### src/rtl/shreg_pkg.sv
// Shared mode constants, level names and FSM state encoding for the
// shift-register sequencer and its capture helper.
package shreg_pkg;

   localparam logic [1:0] SHIFT     = 2'b00;
   localparam logic [1:0] ROTATE    = 2'b01;
   localparam logic [1:0] PARA_LOAD = 2'b10;

   localparam logic ENABLE = 1'b1;
   localparam logic HIGH   = 1'b1;
   localparam logic LOW    = 1'b0;

   typedef enum logic [2:0] {
      ST_IDLE,
      ST_LOAD,
      ST_SHIFT,
      ST_DONE,
      ST_GAP
   } state_e;

endpackage

### src/rtl/shreg_capture.sv
// Samples the shift register's serial output once per SHIFT cycle and packs
// the bits into RX_WORD, committing the word on the last sample.
module shreg_capture #(
   parameter int WIDTH = 4
) (
   input  logic                       clk,
   input  logic                       rst_n,
   input  logic                       sampleEn_i,
   input  logic                       lastSample_i,
   input  logic                       dir_i,
   input  logic [$clog2(WIDTH)-1:0]   idx_i,
   input  logic                       sOut_i,
   output logic [WIDTH-1:0]           rxWord_o
);

   localparam int IW = $clog2(WIDTH);

   logic [WIDTH-1:0] shadow_q;
   logic [WIDTH-1:0] shadow_d;
   logic [WIDTH-1:0] rxWord_q;
   logic [IW-1:0]    bitIdx;

   // The countdown index runs WIDTH-1..0, so sample k lands at WIDTH-1-idx;
   // a left shift delivers the word MSB first, which mirrors the position.
   always_comb begin
      bitIdx           = dir_i ? (IW'(WIDTH - 1) - idx_i) : idx_i;
      shadow_d         = shadow_q;
      shadow_d[bitIdx] = sOut_i;
   end

   always_ff @(posedge clk or negedge rst_n) begin
      if (!rst_n) begin
         shadow_q <= '0;
         rxWord_q <= '0;
      end else if (sampleEn_i) begin
         shadow_q <= shadow_d;
         if (lastSample_i) begin
            rxWord_q <= shadow_d;
         end
      end
   end

   assign rxWord_o = rxWord_q;

endmodule

### src/rtl/shift_reg_seq.sv
// Sequencer driving a WIDTH-bit shift register: one PARA_LOAD cycle, WIDTH
// SHIFT cycles, a DONE pulse, then GAP idle cycles. SHREG_CAPTURE_EN adds RX_WORD.
module shift_reg_seq
   import shreg_pkg::*;
#(
   parameter int WIDTH = 4,
   parameter int GAP   = 0
) (
   input  logic             CLK,
   input  logic             RESET_L,
   input  logic             IN_VALID,
   output logic             IN_READY,
   input  logic [WIDTH-1:0] IN_DATA,
   input  logic             IN_DIR,
   input  logic             IN_FILL,
   input  logic             ABORT,
   output logic             ENB,
   output logic             DIR,
   output logic             S_IN,
   output logic [1:0]       MODO,
   output logic [WIDTH-1:0] D,
   input  logic             S_OUT,
   output logic             BUSY,
   output logic             DONE
`ifdef SHREG_CAPTURE_EN
   ,
   output logic [WIDTH-1:0] RX_WORD
`endif
);

   localparam int             CW       = $clog2(WIDTH) + 1;
   localparam int             IW       = $clog2(WIDTH);
   localparam logic [CW-1:0]  CNT_LAST = CW'(WIDTH - 1);
   localparam logic [3:0]     GAP_LAST = 4'((GAP > 0) ? (GAP - 1) : 0);

   if (GAP < 0 || GAP > 15) begin : g_badGap
      $error("shift_reg_seq: GAP must lie within 0..15");
   end
   if (WIDTH < 2) begin : g_badWidth
      $error("shift_reg_seq: WIDTH must be at least 2");
   end

   state_e           state_q;
   logic [CW-1:0]    cnt_q;
   logic [3:0]       gapCnt_q;
   logic             fill_q;
   logic             enb_q;
   logic             dir_q;
   logic             sIn_q;
   logic [1:0]       modo_q;
   logic [WIDTH-1:0] d_q;
   logic             busy_q;
   logic             done_q;

   // Outputs are registered alongside the state, so each branch sets the
   // values the shift register must see during the state being entered.
   always_ff @(posedge CLK or negedge RESET_L) begin
      if (!RESET_L) begin
         state_q  <= ST_IDLE;
         cnt_q    <= '0;
         gapCnt_q <= '0;
         fill_q   <= LOW;
         enb_q    <= LOW;
         dir_q    <= HIGH;
         sIn_q    <= LOW;
         modo_q   <= PARA_LOAD;
         d_q      <= '0;
         busy_q   <= LOW;
         done_q   <= LOW;
      end else if (ABORT && state_q != ST_IDLE) begin
         state_q  <= ST_IDLE;
         cnt_q    <= '0;
         gapCnt_q <= '0;
         enb_q    <= LOW;
         sIn_q    <= LOW;
         modo_q   <= PARA_LOAD;
         busy_q   <= LOW;
         done_q   <= LOW;
      end else begin
         case (state_q)
            ST_IDLE: begin
               if (IN_VALID && !ABORT) begin
                  state_q <= ST_LOAD;
                  d_q     <= IN_DATA;
                  dir_q   <= IN_DIR;
                  fill_q  <= IN_FILL;
                  enb_q   <= ENABLE;
                  modo_q  <= PARA_LOAD;
                  busy_q  <= HIGH;
               end
            end
            ST_LOAD: begin
               state_q <= ST_SHIFT;
               cnt_q   <= CNT_LAST;
               modo_q  <= SHIFT;
               sIn_q   <= fill_q;
            end
            ST_SHIFT: begin
               if (cnt_q == '0) begin
                  state_q <= ST_DONE;
                  enb_q   <= LOW;
                  modo_q  <= PARA_LOAD;
                  sIn_q   <= LOW;
                  done_q  <= HIGH;
               end else begin
                  cnt_q <= cnt_q - CW'(1);
               end
            end
            ST_DONE: begin
               done_q <= LOW;
               busy_q <= LOW;
               if (GAP > 0) begin
                  state_q  <= ST_GAP;
                  gapCnt_q <= GAP_LAST;
               end else begin
                  state_q <= ST_IDLE;
               end
            end
            ST_GAP: begin
               if (gapCnt_q == '0) begin
                  state_q <= ST_IDLE;
               end else begin
                  gapCnt_q <= gapCnt_q - 4'd1;
               end
            end
            default: state_q <= ST_IDLE;
         endcase
      end
   end

   assign IN_READY = (state_q == ST_IDLE);
   assign ENB      = enb_q;
   assign DIR      = dir_q;
   assign S_IN     = sIn_q;
   assign MODO     = modo_q;
   assign D        = d_q;
   assign BUSY     = busy_q;
   assign DONE     = done_q;

`ifdef SHREG_CAPTURE_EN
   // An abort on the final SHIFT cycle must not commit a partial word.
   shreg_capture #(
      .WIDTH(WIDTH)
   ) u_capture (
      .clk         (CLK),
      .rst_n       (RESET_L),
      .sampleEn_i  (state_q == ST_SHIFT && !ABORT),
      .lastSample_i(cnt_q == '0),
      .dir_i       (dir_q),
      .idx_i       (cnt_q[IW-1:0]),
      .sOut_i      (S_OUT),
      .rxWord_o    (RX_WORD)
   );
`else
   wire unused_sOut = S_OUT;
`endif

endmodule
### config.mk
export PLATFORM = sky130hd
export DESIGN_NAME = shift_reg_seq
export DESIGN_NICKNAME = d
export VERILOG_FILES = /design/src/rtl/shreg_pkg.sv /design/src/rtl/shreg_capture.sv /design/src/rtl/shift_reg_seq.sv
export SDC_FILE = /design/constraint.sdc
export NUM_CORES = 1
export LEC_CHECK = 0
export BUFFER_PORTS_ARGS = -buffer_cell sky130_fd_sc_hd__buf_2
export CORE_ASPECT_RATIO = 1.1
export CORE_MARGIN = 1
export CORE_UTILIZATION = 40
export DETAILED_ROUTE_END_ITERATION = 16
export GPL_TIMING_DRIVEN = 0
export PLACE_DENSITY = 0.72
export SLEW_MARGIN = 20
export SYNTH_ARGS = -nofsm -noshare
export SYNTH_HDL_FRONTEND = slang
export SYNTH_SLANG_ARGS = --single-unit
### constraint.sdc
create_clock -name CLK -period 3.84 [get_ports CLK]
set_input_delay 0.576 -clock CLK [delete_from_list [all_inputs] [get_ports CLK]]
set_output_delay 0.576 -clock CLK [all_outputs]
set_load 0.01 [all_outputs]
### Word level (Yosys, flattened, before mapping)

Index checks and enable logic that the tools add are counted.

| word-level totals | value |
|---|---|
| register bits after elaboration | 22 |
| input port bits | 11 |
| output and inout port bits | 12 |

| operators by class | value |
|---|---|
| add/subtract/negate cells | 2 |
| reduce and logical (&&, ||, !) cells | 22 |
| muxes and demuxes | 26 |
| equality and inequality tests | 9 |
| bitwise gates (word level) | 1 |

Operator list:

| operator | number |
|---|---|
| 3-bit two-way mux | 6 |
| 3-bit nonzero test | 5 |
| 4-bit two-way mux | 3 |
| 3-bit one-hot mux with 4 select lines | 1 |
| 3-bit AND reduction | 4 |
| 2-bit AND reduction | 5 |
| 3-bit != test, second input constant | 3 |
| 1-bit one-hot mux with 2 select lines | 4 |
| 1-bit two-way mux | 7 |
| 3-bit by 2-bit equality test with 1-bit output, second input constant | 2 |
| 3-bit logical NOT | 2 |
| 2-bit two-way mux | 3 |
| 2-bit one-hot mux with 3 select lines | 1 |
| 3-bit one-hot mux with 2 select lines | 1 |
| 4-bit logical NOT | 1 |
| 4-bit nonzero test | 1 |
| 4-bit by 1-bit subtractor with 4-bit output, second input constant | 1 |
| 3-bit by 1-bit equality test with 1-bit output, second input constant | 1 |
| 3-bit equality test, second input constant | 1 |
| 3-bit by 1-bit != test with 1-bit output, second input constant | 1 |
| 3-bit by 1-bit subtractor with 3-bit output, second input constant | 1 |
| 1-bit logical AND | 2 |
| 2-bit != test, second input constant | 1 |
| 2-bit nonzero test | 1 |
| 2 further kinds | 2 |

### Depth between registers and ports, before layout

Gate-level depths: netlist of run 1.

| depth | value |
|---|---|
| word-level depth | 5 |
| mapped depth | 7 |
| mapped depth without buffers | 6 |

### Worst setup path after synthesis of run 1

OpenSTA, ideal clock, no wires.

| timing path | value |
|---|---|
| path type | reg2reg |
| from | reg state_q[0] |
| to | reg enb_q, in the netlist ENB |
| setup slack | 2,160 ps |
| cell stages (with the launch flop) | 7 |
| arrival | 1,555 ps |
| cell sequence | dfrtp_1 -> inv_1 -> ha_1 -> buf_2 -> a32oi_4 -> o31ai_2 -> mux2_4 |

| on the way | value |
|---|---|
| elaborated cells between the ends (all ways) | 10 |

RTL lines:

| item | line | text |
|---|---|---|
| from (decl) | shift_reg_seq.sv:43 | `state_e state_q;` |
| from (signal assigned) | shift_reg_seq.sv:59 | `state_q <= ST_IDLE;` |
| from (signal assigned) | shift_reg_seq.sv:71 | `state_q <= ST_IDLE;` |
| from (signal assigned) | shift_reg_seq.sv:83 | `state_q <= ST_LOAD;` |
| 3-bit logical NOT * | - |  |
| net IN_READY | shift_reg_seq.sv:12 | `output logic IN_READY,` |
| 3-bit by 1-bit != test with 1-bit output (no line) (tied with other cells) | - |  |
| 3-bit AND reduction (no line) or 1-bit two-way mux (tied branches) | - |  |
| to (signal assigned) | shift_reg_seq.sv:63 | `enb_q <= LOW;` |
| to (signal assigned) | shift_reg_seq.sv:74 | `enb_q <= LOW;` |
| to (signal assigned) | shift_reg_seq.sv:87 | `enb_q <= ENABLE;` |
| to (decl) | shift_reg_seq.sv:47 | `logic enb_q;` |

Mark *: on every way through the listed nets, which the timed path passes. The rest lies on a longest branch.
A chain may end at the register's enable or synchronous reset.

### Worst setup path after layout of run 1

| timing path | value |
|---|---|
| from | reg state_q[0] |
| to | reg enb_q, in the netlist ENB |

| on the way | value |
|---|---|
| cells in the longest elaborated chain, start to end | 4 |
| elaborated cells between the ends (all ways) | 10 |

RTL lines:

| item | line | text |
|---|---|---|
| 3-bit nonzero test | shift_reg_seq.sv:70 | `end else if (ABORT && state_q != ST_IDLE) begin` |
| 1-bit logical AND | shift_reg_seq.sv:70 |  |
| 3-bit by 1-bit != test with 1-bit output (no line) (tied with other cells) | - |  |
| 3-bit AND reduction (no line) | - |  |

Parallel ways exist; a longest one is shown, timed or not.

==> impl_metrics.ini, run 1 <==
[synth]
ys_top_cells_by_area = dfrtp_1 (39%), ha_1 (8.4%), mux2_2 (7.6%)
syn-num-nets = 98
synth-seq-cells = 16
ys.flop_type = dfrtp_1
post_synth_mux_area_share = 0.104
synth-adder-area-share = 0.0843
synth_compound_area_frac = 0.170
synth_cell_types = 36
yosysTopAreaCellShare = 0.393
ys_warn_count = 0
avgSynthCellArea_sq_um = 11.0
ys_seq_area_frac = 0.452
synth-simple-area-share = 0.132
synth_edf_count = 0
synth_xor_area_frac = 0
synth_top_cell_by_area = dfrtp_1
syn-cell-area_sq_um = 891
async_flop_share = 1.00
syn_inst = 81
synth_top_family_by_area = compound AO/OA/AOI/OAI gates

[cts]
cts.sinks = 16
clock_latency_ns = 0.28
cts-root-buf = clkbuf_4
post-cts-setup-buffers = 0
cts_buffer_depth = 2
cts.htree.levels = 1
path_clk_slew_ns = 0.10
post_cts_resized = 0
cts_tree = yes
numCtsBuffers = 3
postCtsHoldBufs = 0

[detailed_routing]
vias_per_cell = 5.01
ant_nets = 0
drcViolationCount = 0
dr.pass1.iters = 4
first_iter_violations = 11
avgRoutedWirePerCell_um = 11.7
via_count = 666
routed_wl_um = 1550

[worst_setup_path]
path_cells = inv_1, ha_1, buf_2, a32oi_4, o31ai_2, mux2_4
slowest_stage = dfrtp_1
crit_path_end_kind = flop
cp.buffers_inverters = 2
max_stage_delay_ns = 0.44
start_kind = flop
cp_max_fo = 9
path_class = flop to flop
required_ns = 4.02
crit_family = flip-flops
critPathArrivalTime_ns = 1.95

[finish]
area_growth_pct = 19.2
final_common_cell = buf_2
final_cell_mix = buf_2 (21), dfrtp_1 (14), inv_1 (6), mux2_2 (6), ha_1 (6)
fillers = 197
drive_above_1_share = 0.400
num-nets-final = 123
n_antenna_cell = 0

[floorplan]
die_h_um = 51.5
start_util = 0.436
die_x_um = 47.0
die-area_sq_um = 2420
io_pins = 23
fp-row-count = 17
core_sq_um = 2040

[power]
total_power_mw = 0.835
ir_drop_uv = 488
power-per-cell-area_nw_per_um2 = 786
power_leakage_nw = 0.504

[sta]
clock.fmax_mhz = 563
rsz0062_at_grt = no
fin_crit_ns = 1.78
period_share = 0.462
fin_setup_tns_ns = 0
setup_viol = 0
final_max_slew_viol_count = 0
worst_clock_skew_ns = 0.00339
finalHoldViolations = 0

[global_route]
grt_pass1_wl_um = 2550
antenna_found_initial = 0
grt_pass1_vias = 612
grt_overflow = 0
grt_max_degree = 17
grtUsageTotal = 0.152

[place]
gp_congestion = 0.752
dp_hpwl_um = 1210
io_buffer_count = 20

[flow_run]
maxCapViolCount = 0

[hold_path]
hp-class = input port to async pin

[outcome]
outcome = complete, no violations
==> synthesized netlist by cell type, drive strengths merged (2+ instances only) <==
cell type,number
dfrtp,14
inv,7
mux2,7
ha,6
a21oi,4
nand2b,4
nand3,4
nor2,4
o21ai,4
a31oi,3
buf,2
clkbuf,2
dfstp,2
nor3,2
==> cell type report <==
| cell class | count | area (sq um) | share of cell area |
|---|---|---|---|
| Buffer | 4 | 21.3 | 0.0200 |
| Clock buffer | 4 | 36.3 | 0.0342 |
| Inverter | 7 | 26.3 | 0.0247 |
| Multi-Input combinational cell | 54 | 440 | 0.415 |
| Sequential cell | 16 | 403 | 0.379 |
| Tap cell | 28 | 35.0 | 0.0330 |
| Timing Repair Buffer | 20 | 100 | 0.0942 |
==> cells by family (layout without fill, tap and decap cells) <==
group | Yosys count | in the layout
DFF | 16 | 16
adders and majority gates | 6 | 6
AOI/OAI and AO/OA | 19 | 19
muxes | 8 | 8
buffers and inverters | 11 | 35
other | 1 | 1
and+or+nand+nor | 20 | 20
==> where the power goes <==
part	switching (mW)	leakage, nW	internal [mW]	total, mW
clock	0.0535	0.0210	0.0577	0.111
sequential	0.0445	0.191	0.250	0.295
combinational	0.225	0.292	0.204	0.429
==> routing by layer <==
metal,routed length [um],share of wire,GRT usage
met4,16,0.010,0.0857
met5,0,0,0
met1,705,0.45,0.193
met2,744,0.48,0.234
met3,83,0.054,0.0313
==> metrics by stage <==
step                      instances  cell area (sq um)  hold slack (ns)  worst slack [ns]  utilization
after floorplan                  81                891            0.280              2.16            -
after global placement          129               1030            0.473              2.08        0.502
after detailed placement        129               1030            0.488              2.06        0.502
after CTS                       133               1060            0.199              2.07        0.520
after global routing            133               1060            0.197              1.95        0.520
final                           133               1060            0.183              2.06        0.520
==> sequential cells by signal (all words and copies together), names as in the netlist <==
| register | count |
|---|---|
| BUSY | 1 |
| MODO | 1 |
| DONE | 1 |
| DIR | 1 |
| fill_q | 1 |
| state_q | 2 |
| cnt_q | 3 |
| ENB | 1 |
| D | 4 |
| S_IN | 1 |
==> worst paths after layout <==
check / start / to / slack, ns / depth (start not counted)
worst min-delay path: RESET_L / ENB / 0.18 / 1
worst max-delay path: state_q[0] / ENB / 2.06 / 6
worst max register to register: state_q[0] / ENB / 2.06 / 6
worst min register to register: S_IN / S_IN / 0.50 / 2
max in group asynchronous: RESET_L / DIR / 3.35 / 1
min in group CLK: S_IN / S_IN / 0.50 / 2
No activity file was read; power rests on OpenSTA's default activity.
==> inputs of run 2 (changes only) <==
- clock period: 3.84 -> 1.9 ns (I/O delays scaled with it)
==> run 2 against run 1 <==
Combinational power rose by 100%. Global-route usage did not move. Sequential cell count did not move. Critical endpoint unchanged. Clock power rose by 100%. Via count rose by 0.60%. Utilization rose by 0.49 points. Hold slack improved by 0.047 ns. Total power rose by 100%. Final area rose by 0.94%. First-iteration DRC count did not move. Clock skew barely moved. Largest power group unchanged.
==> impl_metrics.ini, run 2 (synthesis gave the netlist of run 1 again) <==
[detailed_routing]
via_count = 670
avgRoutedWirePerCell_um = 11.6
ant_nets = 0
routed_wl_um = 1560
first_iter_violations = 11
vias_per_cell = 5.00
drcViolationCount = 0
dr.pass1.iters = 4

[sta]
final_max_slew_viol_count = 0
hold_ws_ns = 0.230
period_share = 0.938
setup_viol = 0
fin_setup_tns_ns = 0
finalHoldViolations = 0
fin_crit_ns = 1.78
rsz0062_at_grt = no
clock.fmax_mhz = 561
setup_ws_ns = 0.117
worst_clock_skew_ns = 0.00339

[finish]
final_common_cell = buf_2
largest_reg_flops = 4
design_area_sq_um = 1070
num-nets-final = 124
final_cell_mix = buf_2 (21), dfrtp_1 (14), inv_1 (6), mux2_2 (6), ha_1 (6)
drive_above_1_share = 0.396
instances_no_fill = 134
area_growth_pct = 20.4
n_antenna_cell = 0

[place]
place_ws_ns = 0.120
io_buffer_count = 20
gp_congestion = 0.752
dp_cells = 129
dp_hpwl_um = 1210
postPlaceCellArea_sq_um = 1030

[power]
power_leakage_nw = 0.508
ir_drop_uv = 986
power-per-cell-area_nw_per_um2 = 1580

[cts]
path_clk_slew_ns = 0.10
cts-root-buf = clkbuf_4
clock_latency_ns = 0.28
cts.sinks = 16
post-cts-setup-buffers = 0
cts_buffer_depth = 2
cts_tree = yes
cts.htree.levels = 1
numCtsBuffers = 3

[floorplan]
start_util = 0.436
die-area_sq_um = 2420
fp-row-count = 17
die_x_um = 47.0
core_sq_um = 2040
die_h_um = 51.5
io_pins = 23

[worst_setup_path]
max_stage_delay_ns = 0.44
cp.buffers_inverters = 2
start_kind = flop
critPathArrivalTime_ns = 1.96
cp_max_fo = 9
path_class = flop to flop
slowest_stage = dfrtp_1
required_ns = 2.08
path_cells = inv_1, ha_1, buf_2, a32oi_4, o31ai_2, mux2_4
crit_path_end_kind = flop
crit_family = flip-flops

[global_route]
grt_max_degree = 17
grt_overflow = 0
grt_pass1_vias = 612
grt_pass1_wl_um = 2550
grtUsageTotal = 0.152
antenna_found_initial = 0

[flow_run]
maxCapViolCount = 0

[outcome]
outcome = complete, no violations

[hold_path]
hp-class = input port to flop
## run 2: cell types whose count changed in the layout (fill, tap and decap cells not counted)
cell | previous run | this run
dlygate4sd3_1 | 0 | 1
## run 2: worst paths after layout
| kind | startpoint | endpoint | slack [ns] | cells past startpoint |
|---|---|---|---|---|
| worst max-delay path | state_q[0] | ENB | 0.12 | 6 |
| worst min-delay path | IN_DIR | DIR | 0.23 | 2 |
| worst max register to register | state_q[0] | ENB | 0.12 | 6 |
| worst min register to register | S_IN | S_IN | 0.50 | 2 |
| max in group asynchronous | RESET_L | DIR | 1.16 | 2 |
| min in group asynchronous | RESET_L | ENB | 0.43 | 2 |
## run 2: per-layer routing
metal,track usage,wire length (um),up-vias
li1,-,-,339
met1,0.193,719,310
met2,0.234,746,19
met3,0.0313,77,2
met4,0.0857,16,0
met5,0,0,-
## run 2: what timing repair did
item	in CTS	in global routing
gates resized for setup	0	0
endpoints found under the hold margin	14	0
hold buffers	1	0
## run 2: power by group
group	internal, mW	leakage (nW)	switching, mW
clock network	0.117	0.0210	0.108
registers	0.506	0.191	0.0898
logic	0.414	0.297	0.456
total	1.04	0.508	0.654
## run 2: per-stage QoR
stage,utilization,power [mW]
finish,0.525,1.69
global route,0.525,1.84
CTS,0.525,1.71
detailed placement,0.502,1.48
global placement,0.502,1.45
floorplan,-,1.24
## run 2: layout make-up
cell class / count / area (sq um)
fill: 196 / 970
multi-input combinational: 54 / 440
sequential: 16 / 403
timing repair buffer: 21 / 110
clock buffer: 4 / 36.3
tap: 28 / 35.0
inverter: 7 / 26.3
buffer: 4 / 21.3
==> inputs of run 3 (changes only) <==
- ABC_AREA: not set -> 1
==> run 3 against run 2 <==
Total power about the same. Utilization down 1.1 points. Highest routed layer unchanged. Maximum frequency up 9.9%. Sequential share of layout area up 0.44 points. Largest power group unchanged. Setup slack better by 0.16 ns. Global-route usage up 1.3 points. Non-clock buffer count down 3. Count of clock-buffer cells in the layout down 1. Clock power down 22%. Sequential power up 3.9%.
==> impl_metrics.ini, run 3 <==
[worst_setup_path]
cp_max_fo = 9
crit_family = simple AND/OR/NAND/NOR gates
rr_worst_depth = 9
regToRegStartpoint = state_q[0]
path_depth = 9
path_class = flop to flop
slowest_stage = dfrtp_1
r2r_slack_ns = 0.28
crit_top_cell = inv_1
timing.rr.end = cnt_q[2]
max_stage_delay_ns = 0.44
cp.buffers_inverters = 3
crit_path_end_kind = flop
start_kind = flop
required_ns = 2.08
critPathArrivalTime_ns = 1.81
path_cells = inv_1, ha_1, inv_1, nand2_2, nand3_1, nand2_2, inv_1, nand2_1, nand2_1

[detailed_routing]
routed_wl_um = 1690
ant_nets = 0
dr.pass1.iters = 4
first_iter_violations = 9
avgRoutedWirePerCell_um = 9.80
vias_per_cell = 4.62
drcViolationCount = 0
via_count = 795

[cts]
cts-root-buf = clkbuf_4
cts_buffer_depth = 2
cts.htree.levels = 1
post-cts-setup-buffers = 0
numCtsBuffers = 3
clock_latency_ns = 0.28
cts.sinks = 16
post_cts_resized = 0
cts_tree = yes
path_clk_slew_ns = 0.09

[synth]
ys_warn_count = 0
syn-num-nets = 137
ys_top_cells_by_count = nand2_1 (55), inv_1 (18), dfrtp_1 (14)
synth_cell_types = 14
post_synth_mux_area_share = 0
ys_seq_area_frac = 0.452
avgSynthCellArea_sq_um = 7.43
ys_top_cells_by_area = dfrtp_1 (39%), nand2_1 (23%), ha_1 (8.4%)
synth_compound_area_frac = 0.0449
yosysTopAreaCellShare = 0.393
synth_xor_area_frac = 0
synth_top_family_by_area = simple AND/OR/NAND/NOR gates
synth-simple-area-share = 0.331
synth-seq-cells = 16
synth_edf_count = 0
ys.flop_type = dfrtp_1
synth.most_common_cell = nand2_1
synth_top_cell_by_area = dfrtp_1
syn-cell-area_sq_um = 892
syn_inst = 120
async_flop_share = 1.00
synth-adder-area-share = 0.0842

[sta]
fin_crit_ns = 1.62
final_max_slew_viol_count = 0
fin_setup_tns_ns = 0
setup_viol = 0
period_share = 0.854
clock.fmax_mhz = 616
rsz0062_at_grt = no
finalHoldViolations = 0
worst_clock_skew_ns = 0.00620

[finish]
final_cell_mix = nand2_1 (55), buf_2 (20), inv_1 (18)
largest_reg_flops = 4
drive_above_1_share = 0.201
post-route-util = 0.514
area_growth_pct = 18.8
design_area_sq_um = 1060
num-nets-final = 163
final_common_cell = nand2_1
n_antenna_cell = 0

[place]
dp_hpwl_um = 1330
io_buffer_count = 20
gp_congestion = 0.771
postPlaceCellArea_sq_um = 1030

[global_route]
antenna_found_initial = 0
grt_overflow = 0
grt_pass1_wl_um = 2840
grt_max_degree = 17
grt_pass1_vias = 711
grtUsageTotal = 0.165

[hold_path]
whs_endpoint = D[2]
min_path_cells = 3
hp-class = input port to flop
hp-start = IN_DATA[2]

[power]
power-per-cell-area_nw_per_um2 = 1590
ir_drop_uv = 778
power_leakage_nw = 0.629

[floorplan]
die-area_sq_um = 2420
die_x_um = 47.0
start_util = 0.432
io_pins = 23
die_h_um = 51.5
core_sq_um = 2060
fp-row-count = 17

[flow_run]
maxCapViolCount = 0

[outcome]
outcome = complete, no violations
## run 3: changes by cell type after synthesis, moves of 3 or more
cell / delta
a31oi_1: -3
mux2_2: -6
nand2_1: +54
inv_1: +12
nand3_1: +3
## run 3: report_power, final
group | switching [mW] | leakage (nW) | internal [mW] | total (mW)
Clock | 0.102 | 0.0138 | 0.0735 | 0.175
Combinational | 0.555 | 0.420 | 0.341 | 0.896
Sequential | 0.101 | 0.195 | 0.518 | 0.619
Total | 0.758 | 0.629 | 0.932 | 1.69
## run 3: stage by stage
step,hold slack (ns),std cells,setup slack [ns],power [mW]
floorplan,-0.0106,120,0.433,1.27
global placement,0.219,168,0.338,1.50
detailed placement,0.227,168,0.310,1.53
CTS,0.186,172,0.283,1.71
global route,0.189,172,0.126,1.88
finish,0.188,172,0.278,1.69
## run 3: cell type report
class	instances	area [sq um]
buffer	1	7.51
clock buffer	3	22.5
fill	205	1000
inverter	18	67.6
multi-input combinational	85	414
sequential	16	403
tap	28	35.0
timing repair buffer	21	110
## run 3: worst max path at each step
stage / slack (ns) / start / endpoint
6_report: 0.28 / state_q[0] / cnt_q[2]
5_1_grt: 0.13 / state_q[0] / state_q[1]
4_1_cts: 0.28 / state_q[0] / cnt_q[2]
3_5_place_dp: 0.31 / state_q[0] / cnt_q[2]
3_3_place_gp: 0.34 / state_q[0] / cnt_q[2]
2_1_floorplan: 0.43 / state_q[0] / cnt_q[2]
## run 3: repair_timing
action | in CTS | in global routing
endpoints found under the hold margin | 14 | 0
hold buffers | 1 | 0
endpoints found under the setup margin | 0 | 0
## run 3: routing by layer
metal | global-route usage | vias up | wire length, um
li1 | - | 415 | -
met1 | 0.200 | 358 | 765
met2 | 0.275 | 20 | 833
met3 | 0.0417 | 2 | 70
met4 | 0.0571 | 0 | 14
met5 | 0 | - | 0
## run 3: kinds of logic after synthesis
family / after synthesis
other cells: 1
fa+ha+maj: 6
buf+inv: 19
flops: 16
simple gates: 70
compound gates: 8
## run 3: tightest hold or removal path, stage by stage
cell,delay (ns)
buf_2,0.07
nand2_1,0.04
nand2_1,0.04
